**config.mk**
```make
export PLATFORM = sky130hd
export DESIGN_NAME = clic_int_pad_drv_flat
export DESIGN_NICKNAME = d
export VERILOG_FILES = /design/src/rtl/clic_int_pad_drv_if.sv /design/src/rtl/clic_int_pad_drv.sv /design/src/flat_wrapper.sv
export SDC_FILE = /design/constraint.sdc
export NUM_CORES = 1
export LEC_CHECK = 0
export ABC_AREA = 0
export BUFFER_PORTS_ARGS = -buffer_cell sky130_fd_sc_hd__buf_4
export CORE_MARGIN = 4
export CORE_UTILIZATION = 60
export CTS_BUF_LIST = sky130_fd_sc_hd__clkbuf_4
export DETAILED_ROUTE_END_ITERATION = 6
export GPL_ROUTABILITY_DRIVEN = 0
export PLACE_DENSITY = 0.95
export SETUP_SLACK_MARGIN = 0.05
export SLEW_MARGIN = 20
export SYNTH_ARGS = -nofsm -noshare
export SYNTH_HDL_FRONTEND = slang
export SYNTH_SLANG_ARGS = --single-unit
```
**constraint.sdc**
```tcl
create_clock -name forever_cpuclk -period 3.8 [get_ports forever_cpuclk]
set_input_delay 0.57 -clock forever_cpuclk [delete_from_list [all_inputs] [get_ports forever_cpuclk]]
set_output_delay 0.57 -clock forever_cpuclk [all_outputs]
set_load 0.01 [all_outputs]
```
**src/rtl/clic_int_pad_drv_if.sv**
```systemverilog
// Pad-driver bus bundle: groups every non-clock/reset signal of clic_int_pad_drv.
//   master : stimulus side (drives raw requests, config writes, acks, self-test start)
//   slave  : the pad driver (drives pad bus, pending status, self-test status)
// Ports (all IDW-wide fields follow the IDW parameter):
//   src_int_req[63:0]      raw peripheral interrupt requests
//   cfg_wr_en/idx/mode     one-cycle per-line mode write (0 level, 1 edge-latched)
//   clic_int_ack_vld/id    one-cycle CLIC acknowledge by line ID
//   tst_start              start the walking-one self-test
//   pad_clic_int_vld[63:0] request bus towards the CLIC pads
//   drv_pend_vec[63:0]     edge-latched pending bits
//   tst_busy / tst_done    self-test in progress / one-cycle completion pulse
interface clic_int_pad_drv_if #(
  parameter int unsigned IDW = 6
);
  logic [63:0]    src_int_req;
  logic           cfg_wr_en;
  logic [IDW-1:0] cfg_wr_idx;
  logic           cfg_wr_mode;
  logic           clic_int_ack_vld;
  logic [IDW-1:0] clic_int_ack_id;
  logic           tst_start;
  logic [63:0]    pad_clic_int_vld;
  logic [63:0]    drv_pend_vec;
  logic           tst_busy;
  logic           tst_done;

  modport master (
    output src_int_req, cfg_wr_en, cfg_wr_idx, cfg_wr_mode,
    output clic_int_ack_vld, clic_int_ack_id, tst_start,
    input  pad_clic_int_vld, drv_pend_vec, tst_busy, tst_done
  );

  modport slave (
    input  src_int_req, cfg_wr_en, cfg_wr_idx, cfg_wr_mode,
    input  clic_int_ack_vld, clic_int_ack_id, tst_start,
    output pad_clic_int_vld, drv_pend_vec, tst_busy, tst_done
  );
endinterface

```
**src/rtl/clic_int_pad_drv.sv**
```systemverilog
// CLIC pad-side interrupt driver.
// Converts raw peripheral events into per-line level or edge-latched requests on
// pad_clic_int_vld; edge-latched lines stay pending until acknowledged by ID.
// A walking-one self-test sequencer can take over the pad bus.
// Ports:
//   forever_cpuclk  clock, rising edge
//   cpurst_b        synchronous active-low reset
//   bus             clic_int_pad_drv_if.slave (requests, config, ack, self-test, pad bus)
// Optional build macro CLIC_PAD_DRV_SYNC_EN: adds a 2-flop synchronizer on src_int_req
// (latency becomes 3 cycles, edge detection on synchronized values).
module clic_int_pad_drv #(
  parameter int unsigned INT_NUM   = 64,
  parameter int unsigned IDW       = 6,
  parameter int unsigned TST_DWELL = 4
) (
  input logic                  forever_cpuclk,
  input logic                  cpurst_b,
  clic_int_pad_drv_if.slave    bus
);

  localparam logic [63:0] LineMask = 64'hFFFF_FFFF_FFFF_FFFF >> (64 - INT_NUM);

  typedef enum logic [1:0] {StIdle, StWalk, StDone} state_e;

  logic [63:0]    src_in, src_q, mode_q, mode_d, pend_q, pend_d;
  logic [63:0]    rise, ack_hot, wr_hot;
  state_e         state_q;
  logic [IDW-1:0] idx_q;
  logic [7:0]     dwell_q;
  logic           tst_busy_q, tst_done_q;

`ifdef CLIC_PAD_DRV_SYNC_EN
  logic [63:0] sync1_q, sync2_q;

  always_ff @(posedge forever_cpuclk) begin
    if (!cpurst_b) begin
      sync1_q <= '0;
      sync2_q <= '0;
    end else begin
      sync1_q <= bus.src_int_req;
      sync2_q <= sync1_q;
    end
  end

  assign src_in = sync2_q;
`else
  assign src_in = bus.src_int_req;
`endif

  assign rise = src_in & ~src_q;

  always_comb begin
    ack_hot = '0;
    if (bus.clic_int_ack_vld && (32'(bus.clic_int_ack_id) < INT_NUM)) begin
      ack_hot = 64'd1 << bus.clic_int_ack_id;
    end
    wr_hot = '0;
    if (bus.cfg_wr_en && (32'(bus.cfg_wr_idx) < INT_NUM)) begin
      wr_hot = 64'd1 << bus.cfg_wr_idx;
    end
    mode_d = (mode_q & ~wr_hot) | (wr_hot & {64{bus.cfg_wr_mode}});
    // Only lines already in edge mode can latch, and a line leaving edge mode drops its
    // pend on the same edge; a rising edge beats a coincident ack.
    pend_d = mode_d & mode_q & (rise | (pend_q & ~ack_hot));
  end

  always_ff @(posedge forever_cpuclk) begin
    if (!cpurst_b) begin
      src_q  <= '0;
      mode_q <= '0;
      pend_q <= '0;
    end else begin
      src_q  <= src_in;
      mode_q <= mode_d;
      pend_q <= pend_d;
    end
  end

  // Self-test sequencer with registered status outputs.
  always_ff @(posedge forever_cpuclk) begin
    if (!cpurst_b) begin
      state_q    <= StIdle;
      idx_q      <= '0;
      dwell_q    <= '0;
      tst_busy_q <= 1'b0;
      tst_done_q <= 1'b0;
    end else begin
      unique case (state_q)
        StIdle: begin
          tst_done_q <= 1'b0;
          if (bus.tst_start) begin
            state_q    <= StWalk;
            idx_q      <= '0;
            dwell_q    <= '0;
            tst_busy_q <= 1'b1;
          end
        end
        StWalk: begin
          if (dwell_q == 8'(TST_DWELL - 1)) begin
            dwell_q <= '0;
            if (idx_q == IDW'(INT_NUM - 1)) begin
              idx_q      <= '0;
              state_q    <= StDone;
              tst_busy_q <= 1'b0;
              tst_done_q <= 1'b1;
            end else begin
              idx_q <= idx_q + 1'b1;
            end
          end else begin
            dwell_q <= dwell_q + 8'd1;
          end
        end
        StDone: begin
          state_q    <= StIdle;
          tst_done_q <= 1'b0;
        end
        default: begin
          state_q    <= StIdle;
          tst_busy_q <= 1'b0;
          tst_done_q <= 1'b0;
        end
      endcase
    end
  end

  // Walk overrides the pad; the src/pend path keeps running underneath.
  assign bus.pad_clic_int_vld = tst_busy_q ? ((64'd1 << idx_q) & LineMask)
                                           : (((mode_q & pend_q) | (~mode_q & src_q)) & LineMask);
  assign bus.drv_pend_vec     = pend_q & LineMask;
  assign bus.tst_busy         = tst_busy_q;
  assign bus.tst_done         = tst_done_q;

endmodule

```
**src/flat_wrapper.sv**
```systemverilog
// flat-port wrapper written by rule: the top's interface ports become plain ports
module clic_int_pad_drv_flat 
#(
  parameter int unsigned INT_NUM   = 64,
  parameter int unsigned IDW       = 6,
  parameter int unsigned TST_DWELL = 4
)
  (forever_cpuclk, cpurst_b, bus_src_int_req, bus_cfg_wr_en, bus_cfg_wr_idx, bus_cfg_wr_mode, bus_clic_int_ack_vld, bus_clic_int_ack_id, bus_tst_start, bus_pad_clic_int_vld, bus_drv_pend_vec, bus_tst_busy, bus_tst_done);
  clic_int_pad_drv_if #(.IDW(IDW)) bus_i ();
  input logic forever_cpuclk;
  input logic cpurst_b;
  input wire logic [$bits(bus_i.src_int_req)-1:0] bus_src_int_req;
  input wire logic [$bits(bus_i.cfg_wr_en)-1:0] bus_cfg_wr_en;
  input wire logic [$bits(bus_i.cfg_wr_idx)-1:0] bus_cfg_wr_idx;
  input wire logic [$bits(bus_i.cfg_wr_mode)-1:0] bus_cfg_wr_mode;
  input wire logic [$bits(bus_i.clic_int_ack_vld)-1:0] bus_clic_int_ack_vld;
  input wire logic [$bits(bus_i.clic_int_ack_id)-1:0] bus_clic_int_ack_id;
  input wire logic [$bits(bus_i.tst_start)-1:0] bus_tst_start;
  output wire logic [$bits(bus_i.pad_clic_int_vld)-1:0] bus_pad_clic_int_vld;
  output wire logic [$bits(bus_i.drv_pend_vec)-1:0] bus_drv_pend_vec;
  output wire logic [$bits(bus_i.tst_busy)-1:0] bus_tst_busy;
  output wire logic [$bits(bus_i.tst_done)-1:0] bus_tst_done;
  assign bus_i.src_int_req = bus_src_int_req;
  assign bus_i.cfg_wr_en = bus_cfg_wr_en;
  assign bus_i.cfg_wr_idx = bus_cfg_wr_idx;
  assign bus_i.cfg_wr_mode = bus_cfg_wr_mode;
  assign bus_i.clic_int_ack_vld = bus_clic_int_ack_vld;
  assign bus_i.clic_int_ack_id = bus_clic_int_ack_id;
  assign bus_i.tst_start = bus_tst_start;
  assign bus_pad_clic_int_vld = bus_i.pad_clic_int_vld;
  assign bus_drv_pend_vec = bus_i.drv_pend_vec;
  assign bus_tst_busy = bus_i.tst_busy;
  assign bus_tst_done = bus_i.tst_done;
  clic_int_pad_drv #(.INT_NUM(INT_NUM), .IDW(IDW), .TST_DWELL(TST_DWELL)) u_core (.forever_cpuclk(forever_cpuclk), .cpurst_b(cpurst_b), .bus(bus_i));
endmodule
```
==> summary.txt, run 1 <==
Placed design
  – Post-DP HPWL: 22.1 mm
  – I/O Buffers: 211

Clocking
  – Clock Pin Slew Worst Setup and Hold Paths: 0.07 ns
  – CTS tree: built
  – Clk sink count: 210
  – Post-CTS sizing: 0
  – Max clock buf depth: 3
  – Num CTS Buffers: 53
  – Post-CTS setup buffers: 0
  – Hold-fix buffers, CTS: 0
  – CTS Root Buffer Type: clkbuf_4
  – H-Tree Depth: 2
  – Insertion delay to the later sink of the worst-skew pair: 0.68 ns

Power
  – Pleak: 4.30 nW
  – Max IR drop VDD: 255 uV
  – Pwr Density: 402 nW/um^2

Detailed routing
  – Via count: 9796
  – Via-to-Cell Ratio: 6.42
  – Wire per inst: 21.5 um
  – Drt drc: 1
  – Final wirelength: 32.9 mm
  – Antenna Nets Post-Route: 0
  – 1st-iter DRT viols: 1572
  – DR pass1 iterations: 7

Timing
  – Final hold vios: 0
  – Fin Clk Skew: 0.0408 ns
  – Fmax: 0.320 GHz
  – Max-slew headroom: 29.2%
  – Final setup violation count: 0
  – Slew Limit Fails: 0
  – Final Hold Slack: 0.114 ns
  – RSZ-0062 raised after global routing: no
  – Final period utilization: 82.3%
  – Fin crit period: 3.13 ns
  – Setup tns final: 0 ns
  – Worst slew pin tran: 1.06 ns

Cells and area
  – Layout cells sized above 1: 22.1%
  – Commonest non-fill, non-tap cell in the layout: buf_4
  – Layout net count: 1394
  – Layout area overhead: 25.0%
  – Most frequent cells in the layout: buf_4 (216), dfxtp_1 (209), o21ai_0 (133), nor2_1 (90), clkbuf_4 (73)

Yosys
  – Synth warnings: 0
  – Netlist cell types: 41
  – Post-synth EDFFs: 0
  – Cell Area, Synth: 9200 um^2
  – Cell count after synthesis: 1082
  – Top-area cell type share of the netlist area: 45.7%
  – Largest cells by area after synthesis: dfxtp_1 (46%), o21ai_0 (7.2%), mux2i_1 (7.1%)
  – Cell taking the most area after synthesis: dfxtp_1
  – Sequential element share of the synthesized area: 45.7%
  – Syn Area/Cell: 8.50 um^2
  – #FFs+latches synth: 210
  – Asr flop ratio synth: 0%
  – Net Count, Synth: 1171
  – Main synth FF type: dfxtp_1

Critical path
  – Crit path DAT: 2.56 ns
  – Endpoint class of the critical path: primary output
  – Crit path kind: register to primary output
  – CP Max Fanout: 47
  – CP Data Required Time: 3.23 ns
  – Worst setup SP type: register

Floorplanning
  – I/O Pins: 212
  – Core Region: 14800 um^2
  – Die area: 17400 um^2
  – Die width: 132 um
  – Core Rows: 44
  – Initial core utilization: 62.3%
  – DIE HEIGHT: 132 um

Global routing
  – First-pass GRT wire length: 50.6 mm
  – Vias in the first global route: 9486
  – GRT Residual Overflow: 0
  – Initial antenna violation count: 1
  – Gr usage total: 36.0%
  – Largest net degree at the start of global routing: 52

Flow run
  – Max cap viols: 0

Outcome
  – Status: complete, but fails checks
  – Failing checks: design-rule violations

Min path
  – Worst hold path type: input port to register
==> registers in the layout (all words and copies together), names as in the netlist <==
signal	count
u_core.mode_q	64
u_core.state_q	2
u_core.src_q	64
u_core.dwell_q	8
u_core.bus.tst_done	1
u_core.idx_q	6
u_core.bus.drv_pend_vec	64
u_core.bus.tst_busy	1
==> cell type report <==
cell class | count | area (um^2)
well taps | 184 | 230
fillers | 992 | 3260
inverters | 72 | 270
flip-flops and latches | 210 | 4210
repair buffers | 216 | 1620
multi-input cells | 752 | 4540
clock inverters | 19 | 71.3
clock buffers | 73 | 548
diodes | 1 | 2.50
==> cells in the mapped netlist, types with 2 or more instances <==
cell        n
a211oi_1   67
a21oi_1    71
and2_1     65
buf_1       3
clkbuf_1   44
dfxtp_1   210
ha_1        7
inv_1      72
mux2i_1    65
nand2_1    37
nand2b_1   69
nand3_1    21
nand3b_1    4
nand4_1     6
nor2_1     91
nor2b_1    14
nor3_1      8
nor4_1      2
o21ai_0   133
o22ai_1    64
o31ai_1     2
o41ai_1     2
or4_1       3
or4b_1      2
xnor2_1     3
xor2_1      2
==> worst paths after layout <==
check,depth (start not counted),slack [ns],to,start
max,4,0.67,bus_pad_clic_int_vld[60],u_core.bus.tst_busy$_SDFFE_PN0P_
min,2,0.11,u_core.src_q[25]$_SDFF_PN0_,bus_src_int_req[25]
max reg2reg,5,1.80,u_core.idx_q[5]$_SDFFE_PN0P_,u_core.dwell_q[0]$_SDFFE_PN0P_
min reg2reg,2,0.47,u_core.bus.drv_pend_vec[32]$_SDFF_PN0_,u_core.mode_q[32]$_SDFF_PN0_
==> power breakdown <==
part | internal (mW) | leakage [nW] | switching [mW] | total, mW
logic | 0.219 | 2.21 | 0.314 | 0.533
registers | 2.25 | 1.71 | 0.0273 | 2.27
clock network | 0.885 | 0.371 | 0.922 | 1.81
total | 3.35 | 4.30 | 1.26 | 4.62
==> routing by layer <==
metal / routed length [um] / up-vias / global-route usage [%]
li1: - / 4287 / -
met1: 12300 / 4544 / 45.2
met2: 14900 / 799 / 57.9
met3: 4060 / 166 / 8.66
met4: 1560 / 0 / 18.4
met5: 0 / - / 0
==> through the flow <==
stage	utilization (%)	setup slack (ns)	area [um^2]	instances	total power, mW
3_5_place_dp	73.7	1.47	10900	1434	2.84
2_1_floorplan	-	1.90	9200	1082	2.59
6_report	77.9	0.674	11500	1527	4.62
5_1_grt	77.9	0.663	11500	1527	4.77
4_1_cts	77.9	0.763	11500	1526	4.59
3_3_place_gp	73.7	1.51	10900	1434	2.82
==> worst max-delay path, cell delays in order, from the launching register on <==
cell and delay, ns:
dfxtp_2 0.33, buf_4 0.48, nand4_1 0.55, o22ai_1 0.35, buf_4 0.17
==> logic make-up after synthesis <==
| family | count (synthesis) | synth area share (%) |
|---|---|---|
| AOI/OAI and AO/OA | 347 | 22.0 |
| muxes | 65 | 7.07 |
| and+or+nand+nor | 328 | 18.9 |
| adders and majority gates | 7 | 0.952 |
| xor gates and xnor gates | 5 | 0.476 |
| DFF | 210 | 45.7 |
| buffers and inverters | 120 | 4.91 |
Power figures use the tool's default switching activity.
==> run 2, diff against run 1 <==
Settings changed: CORE_UTILIZATION 60 to 51, PLACE_DENSITY 0.95 to 0.9.
Clock period 3.8 ns to 2.7 ns, I/O delays scaled along.
==> summary.txt, run 2 (synthesized netlist as in run 1, its figures left out) <==
Power
  – Pwr Density: 533 nW/um^2 (+33%)
  – Max IR drop VDD: 323 uV (+27%)
  – Pleak: 4.65 nW (+8.1%)

Clocking
  – Max clock buf depth: 3 (unchanged)
  – Clk sink count: 210 (unchanged)
  – Num CTS Buffers: 53 (unchanged)
  – Clock Pin Slew Worst Setup and Hold Paths: 0.06 ns (about the same)
  – H-Tree Depth: 2 (unchanged)
  – Insertion delay to the later sink of the worst-skew pair: 0.64 ns (-0.04 ns)
  – CTS tree: built
  – CTS Root Buffer Type: clkbuf_4

Global routing
  – Vias in the first global route: 9798 (+3.3%)
  – GR Util met1: 40.7% (-4.6 points)
  – Largest net degree at the start of global routing: 90 (+73%)
  – First-pass GRT wire length: 51.9 mm (+2.6%)
  – GRT Residual Overflow: 0 (unchanged)
  – GRT busiest layer: met2
  – Met3 GRT Util: 7.83% (-0.83 points)
  – M2 GR Usage: 53.1% (-4.8 points)
  – Initial antenna violation count: 1 (unchanged)
  – Gr usage total: 32.6% (-3.4 points)

Min path
  – Worst hold path type: input port to register

Detailed routing
  – Wire per inst: 20.9 um (-2.7%)
  – Final wirelength: 34.4 mm (+4.6%)
  – 1st-iter DRT viols: 1003 (-36%)
  – Drt drc: 0 (-1)
  – Antenna Nets Post-Route: 0 (unchanged)
  – Via-to-Cell Ratio: 6.08 (-5.2%)
  – Via count: 9983 (+1.9%)
  – DR pass1 iterations: 6 (-1)

Floorplanning
  – Core Rows: 48 (+9.1%)
  – DIE HEIGHT: 142 um (+8.0%)
  – Initial core utilization: 52.6% (-9.7 points)
  – Die width: 142 um (+8.0%)
  – I/O Pins: 212 (unchanged)
  – Die area: 20200 um^2 (+17%)
  – Core Region: 17500 um^2 (+18%)

Timing
  – Fmax: 0.377 GHz
  – Final setup violation count: 0 (unchanged)
  – Fin Clk Skew: 0.0214 ns (-0.0194 ns)
  – Slew Limit Fails: 0 (unchanged)
  – RSZ-0062 raised after global routing: yes
  – Final hold vios: 0 (unchanged)
  – Setup tns final: 0 ns (unchanged)
  – Max-slew headroom: 35.0% (+5.8 points)
  – Worst slew pin tran: 0.974 ns (-0.0840 ns)
  – Final period utilization: 98.2%
  – Fin crit period: 2.65 ns
  – Final Hold Slack: 0.127 ns (+0.0132 ns)

Flow run
  – Max cap viols: 0 (unchanged)

Placed design
  – I/O Buffers: 211 (unchanged)
  – Cell Area, Placed: 11000 um^2 (+1.3%)
  – Post-DP HPWL: 22.9 mm (+3.8%)

Critical path
  – Crit path kind: register to primary output
  – CP Data Required Time: 2.30 ns (-0.93 ns)
  – Endpoint class of the critical path: primary output
  – Worst setup SP type: register
  – Crit path DAT: 2.25 ns (-0.31 ns)
  – CP Max Fanout: 9 (-81%)

Cells and area
  – Final std cell area, no fill: 12400 um^2 (+7.6%)
  – Share of the core filled with cells: 70.7% (-7.2 points)
  – Layout area overhead: 34.4%
  – Most frequent cells in the layout: buf_4 (227), dfxtp_1 (206), o21ai_0 (133), nor2_1 (91), clkbuf_4 (76)
  – Commonest non-fill, non-tap cell in the layout: buf_4
  – Layout cells sized above 1: 23.3% (+1.2 points)
  – Fillers: 1283 (+29%)
  – Layout net count: 1472 (+5.6%)

Outcome
  – Status: finished clean
==> run 2: layout make-up <==
type,instances,area (um^2),share of cell area [%]
clock inverters,10,41.3,0.334
well taps,225,282,2.28
repair buffers,294,2400,19.4
flip-flops and latches,210,4210,34.1
inverters,72,274,2.22
multi-input cells,752,4580,37.1
clock buffers,76,571,4.62
diodes,2,5.00,0.0405
==> run 2: stage by stage <==
step	total power, mW	setup slack [ns]	std cells
global placement	3.98	0.683	1486
CTS	6.58	-0.000706	1638
global route	6.81	-0.0524	1640
detailed placement	4.00	0.641	1486
floorplan	3.64	0.963	1082
finish	6.58	0.0498	1641
==> run 2: where the power goes <==
group / leakage, nW / internal, mW / switching [mW]
sequential: 1.71 / 3.16 / 0.0405
combinational: 2.56 / 0.377 / 0.466
clock: 0.375 / 1.28 / 1.26
==> run 2: timing repair <==
item,4_1_cts,5_1_grt
gates resized for setup,4,13
gates cloned,0,0
pin swaps,0,1
setup buffers,2,1
endpoints found under the hold margin,75,0
setup endpoints to repair,31,56
hold buffers,64,0
==> run 2: routing by layer <==
metal,up-vias,part of all wire (%)
li1,4435,-
met1,4707,38
met2,704,46
met3,137,11
met4,0,4.9
met5,-,0
==> run 2: path summary, 6_finish.rpt <==
kind | startpoint | endpoint | slack [ns] | cells after the start
worst max register to register | u_core.dwell_q[0]$_SDFFE_PN0P_ | u_core.idx_q[3]$_SDFFE_PN0P_ | 0.71 | 5
worst min-delay path | cpurst_b | u_core.src_q[37]$_SDFF_PN0_ | 0.13 | 2
worst min register to register | u_core.mode_q[63]$_SDFF_PN0_ | u_core.bus.drv_pend_vec[63]$_SDFF_PN0_ | 0.47 | 2
worst max-delay path | u_core.idx_q[5]$_SDFFE_PN0P_ | bus_pad_clic_int_vld[21] | 0.05 | 4
==> run 2: worst max-delay path, cell delays in order (launching register included) <==
cell,delay (ns)
dfxtp_1,0.40
nor2b_1,0.35
nand2_1,0.37
o22ai_1,0.32
buf_4,0.17
==> run 3, diff against run 2 <==
Settings changed: CORE_UTILIZATION 51 to 56, PLACE_DENSITY 0.9 to 0.93.
Clock period 2.7 ns to 2.9 ns, I/O delays scaled along.
==> summary.txt, run 3 (synthesized netlist as in run 1, its figures left out) <==
Outcome
  – Status: finished clean

Floorplanning
  – DIE HEIGHT: 136 um (-4.3%)
  – Core Rows: 46 (-4.2%)
  – Initial core utilization: 57.5% (+4.9 points)
  – I/O Pins: 212 (unchanged)
  – Core Region: 16000 um^2 (-8.4%)
  – Die width: 136 um (-4.3%)
  – Die area: 18500 um^2 (-8.4%)

Critical path
  – CP cell instances: nor2b_1, nand3_1, o22ai_1, buf_4
  – CP Depth: 4 (unchanged)
  – Critical R2R Capture: u_core.idx_q[3]$_SDFFE_PN0P_
  – Crit path buf inv count: 1 (unchanged)
  – CP Data Required Time: 2.47 ns (+0.17 ns)
  – Critical Path Sink: bus_pad_clic_int_vld[28]
  – CP Max Fanout: 9 (unchanged)
  – Worst setup SP type: register
  – Reg2Reg Depth: 5 (unchanged)
  – CP peak stage delay: 0.47 ns (+0.07 ns)
  – Crit path from: u_core.idx_q[5]$_SDFFE_PN0P_
  – Crit path max-delay family: simple AND/OR/NAND/NOR gates
  – Crit path kind: register to primary output
  – Crit path DAT: 2.44 ns (+0.19 ns)
  – Critical Path Slowest Stage Cell: nand3_1
  – R2R setup slack: 0.87 ns (+0.16 ns)
  – R2R Path Start: u_core.dwell_q[0]$_SDFFE_PN0P_
  – Endpoint class of the critical path: primary output

Clocking
  – CTS Root Buffer Type: clkbuf_4
  – Clk sink count: 210 (unchanged)
  – Clock Pin Slew Worst Setup and Hold Paths: 0.06 ns (about the same)
  – H-Tree Depth: 2 (unchanged)
  – Insertion delay to the later sink of the worst-skew pair: 0.67 ns (+0.03 ns)
  – Num CTS Buffers: 54 (+1.9%)
  – CTS tree: built
  – Max clock buf depth: 3 (unchanged)

Detailed routing
  – Wire per inst: 20.9 um (-0.45%)
  – Drt drc: 0 (unchanged)
  – Via count: 9910 (-0.73%)
  – Antenna Nets Post-Route: 0 (unchanged)
  – DR pass1 iterations: 6 (unchanged)
  – 1st-iter DRT viols: 1240 (+24%)
  – Via-to-Cell Ratio: 6.09 (+0.12%)
  – Final wirelength: 33.9 mm (-1.3%)

Timing
  – Fmax: 0.348 GHz
  – Setup tns final: 0 ns (unchanged)
  – Final hold vios: 0 (unchanged)
  – Fin Clk Skew: 0.0338 ns (+0.0124 ns)
  – Final period utilization: 99.1%
  – Final worst setup slack: 0.0273 ns (-0.0225 ns)
  – Slew Limit Fails: 0 (unchanged)
  – Final setup violation count: 0 (unchanged)
  – Fin crit period: 2.87 ns
  – Max-slew headroom: 36.6% (+1.5 points)
  – Final Hold Slack: 0.0250 ns (-0.102 ns)
  – Worst slew pin tran: 0.949 ns (-0.0253 ns)
  – RSZ-0062 raised after global routing: no

Global routing
  – Gr usage total: 35.8% (+3.1 points)
  – Largest net degree at the start of global routing: 58 (-36%)
  – Vias in the first global route: 9877 (+0.81%)
  – GRT Residual Overflow: 0 (unchanged)
  – First-pass GRT wire length: 51.7 mm (-0.37%)
  – Initial antenna violation count: 2 (+1)

Flow run
  – Max cap viols: 0 (unchanged)

Min path
  – Worst hold path type: input port to register

Power
  – Total power: 6.37 mW (-3.3%)
  – Pleak: 4.63 nW (-0.30%)
  – Pwr Density: 519 nW/um^2 (-2.6%)
  – Max IR drop VDD: 339 uV (+4.9%)

Cells and area
  – Commonest non-fill, non-tap cell in the layout: buf_4
  – Layout cells sized above 1: 22.6% (-0.71 points)
  – Sequential Area: 4210 um^2 (about the same)
  – Most frequent cells in the layout: buf_4 (224), dfxtp_1 (209), o21ai_0 (133), nor2_1 (91), clkbuf_4 (85)
  – Fillers: 1053 (-18%)
  – Layout area overhead: 33.5%
  – Layout net count: 1462 (-0.68%)
  – Multi-input gate area: 4550 um^2 (-0.82%)

Placed design
  – Place WS: 0.759 ns (+0.118 ns)
  – Post-DP HPWL: 22.1 mm (-3.7%)
  – I/O Buffers: 211 (unchanged)
==> run 3: changes by cell type in the layout (fill, tap and decap cells not counted), sizes merged <==
cell	previous run	this run
clkinv	9	7
diode	2	1
bufinv	0	1
buf	230	225
inv	72	71
clkbuf	76	85
dlygate4sd3	64	58
==> run 3: how the worst min path moves through the flow <==
| stage | startpoint | endpoint | slack, ns | cells after the start |
|---|---|---|---|---|
| after floorplan | u_core.mode_q[60]$_SDFF_PN0_ | u_core.bus.drv_pend_vec[60]$_SDFF_PN0_ | 0.44 | 2 |
| after global placement | u_core.bus.tst_done$_SDFFE_PN0P_ | u_core.bus.tst_done$_SDFFE_PN0P_ | 0.43 | 2 |
| after detailed placement | u_core.bus.tst_done$_SDFFE_PN0P_ | u_core.bus.tst_done$_SDFFE_PN0P_ | 0.44 | 2 |
| after CTS | bus_src_int_req[56] | u_core.src_q[56]$_SDFF_PN0_ | 0.002 | 2 |
| after global routing | bus_src_int_req[13] | u_core.src_q[13]$_SDFF_PN0_ | 0.009 | 2 |
| final | bus_src_int_req[13] | u_core.src_q[13]$_SDFF_PN0_ | 0.03 | 2 |
==> run 3: timing repair <==
item | CTS | global route
hold endpoints to repair | 58 | 0
resized for setup | 0 | 2
hold buffers | 58 | 0
endpoints found under the setup margin | 0 | 18
buffers inserted | 0 | 3
==> run 3: per-layer routing <==
layer	part of all wire (%)	GRT usage, %	vias to the layer above	wire length, um
met2	46	57.8	743	15600
li1	-	-	4418	-
met5	0.038	0	-	13
met1	37	43.7	4593	12500
met4	5.8	21.2	2	1970
met3	11	8.07	154	3830
==> run 3: cell type report <==
| class | count | share of cell area, % |
|---|---|---|
| clock inverters | 8 | 0.469 |
| multi-input cells | 752 | 37.0 |
| inverters | 72 | 2.23 |
| repair buffers | 283 | 18.6 |
| well taps | 216 | 2.20 |
| flip-flops and latches | 210 | 34.3 |
| diodes | 1 | 0.0204 |
| clock buffers | 85 | 5.20 |
==> run 3: metrics by stage <==
stage	util, %	cells	instance area (um^2)
after floorplan	-	1082	9200
after CTS	76.4	1623	12200
after global routing	76.7	1627	12300
after detailed placement	68.5	1472	11000
final	76.7	1627	12300
after global placement	68.5	1472	11000
==> run 3: power breakdown <==
part	switching (mW)	leakage, nW	internal, mW
clock network	1.21	0.419	1.41
logic	0.426	2.50	0.342
registers	0.0383	1.71	2.95
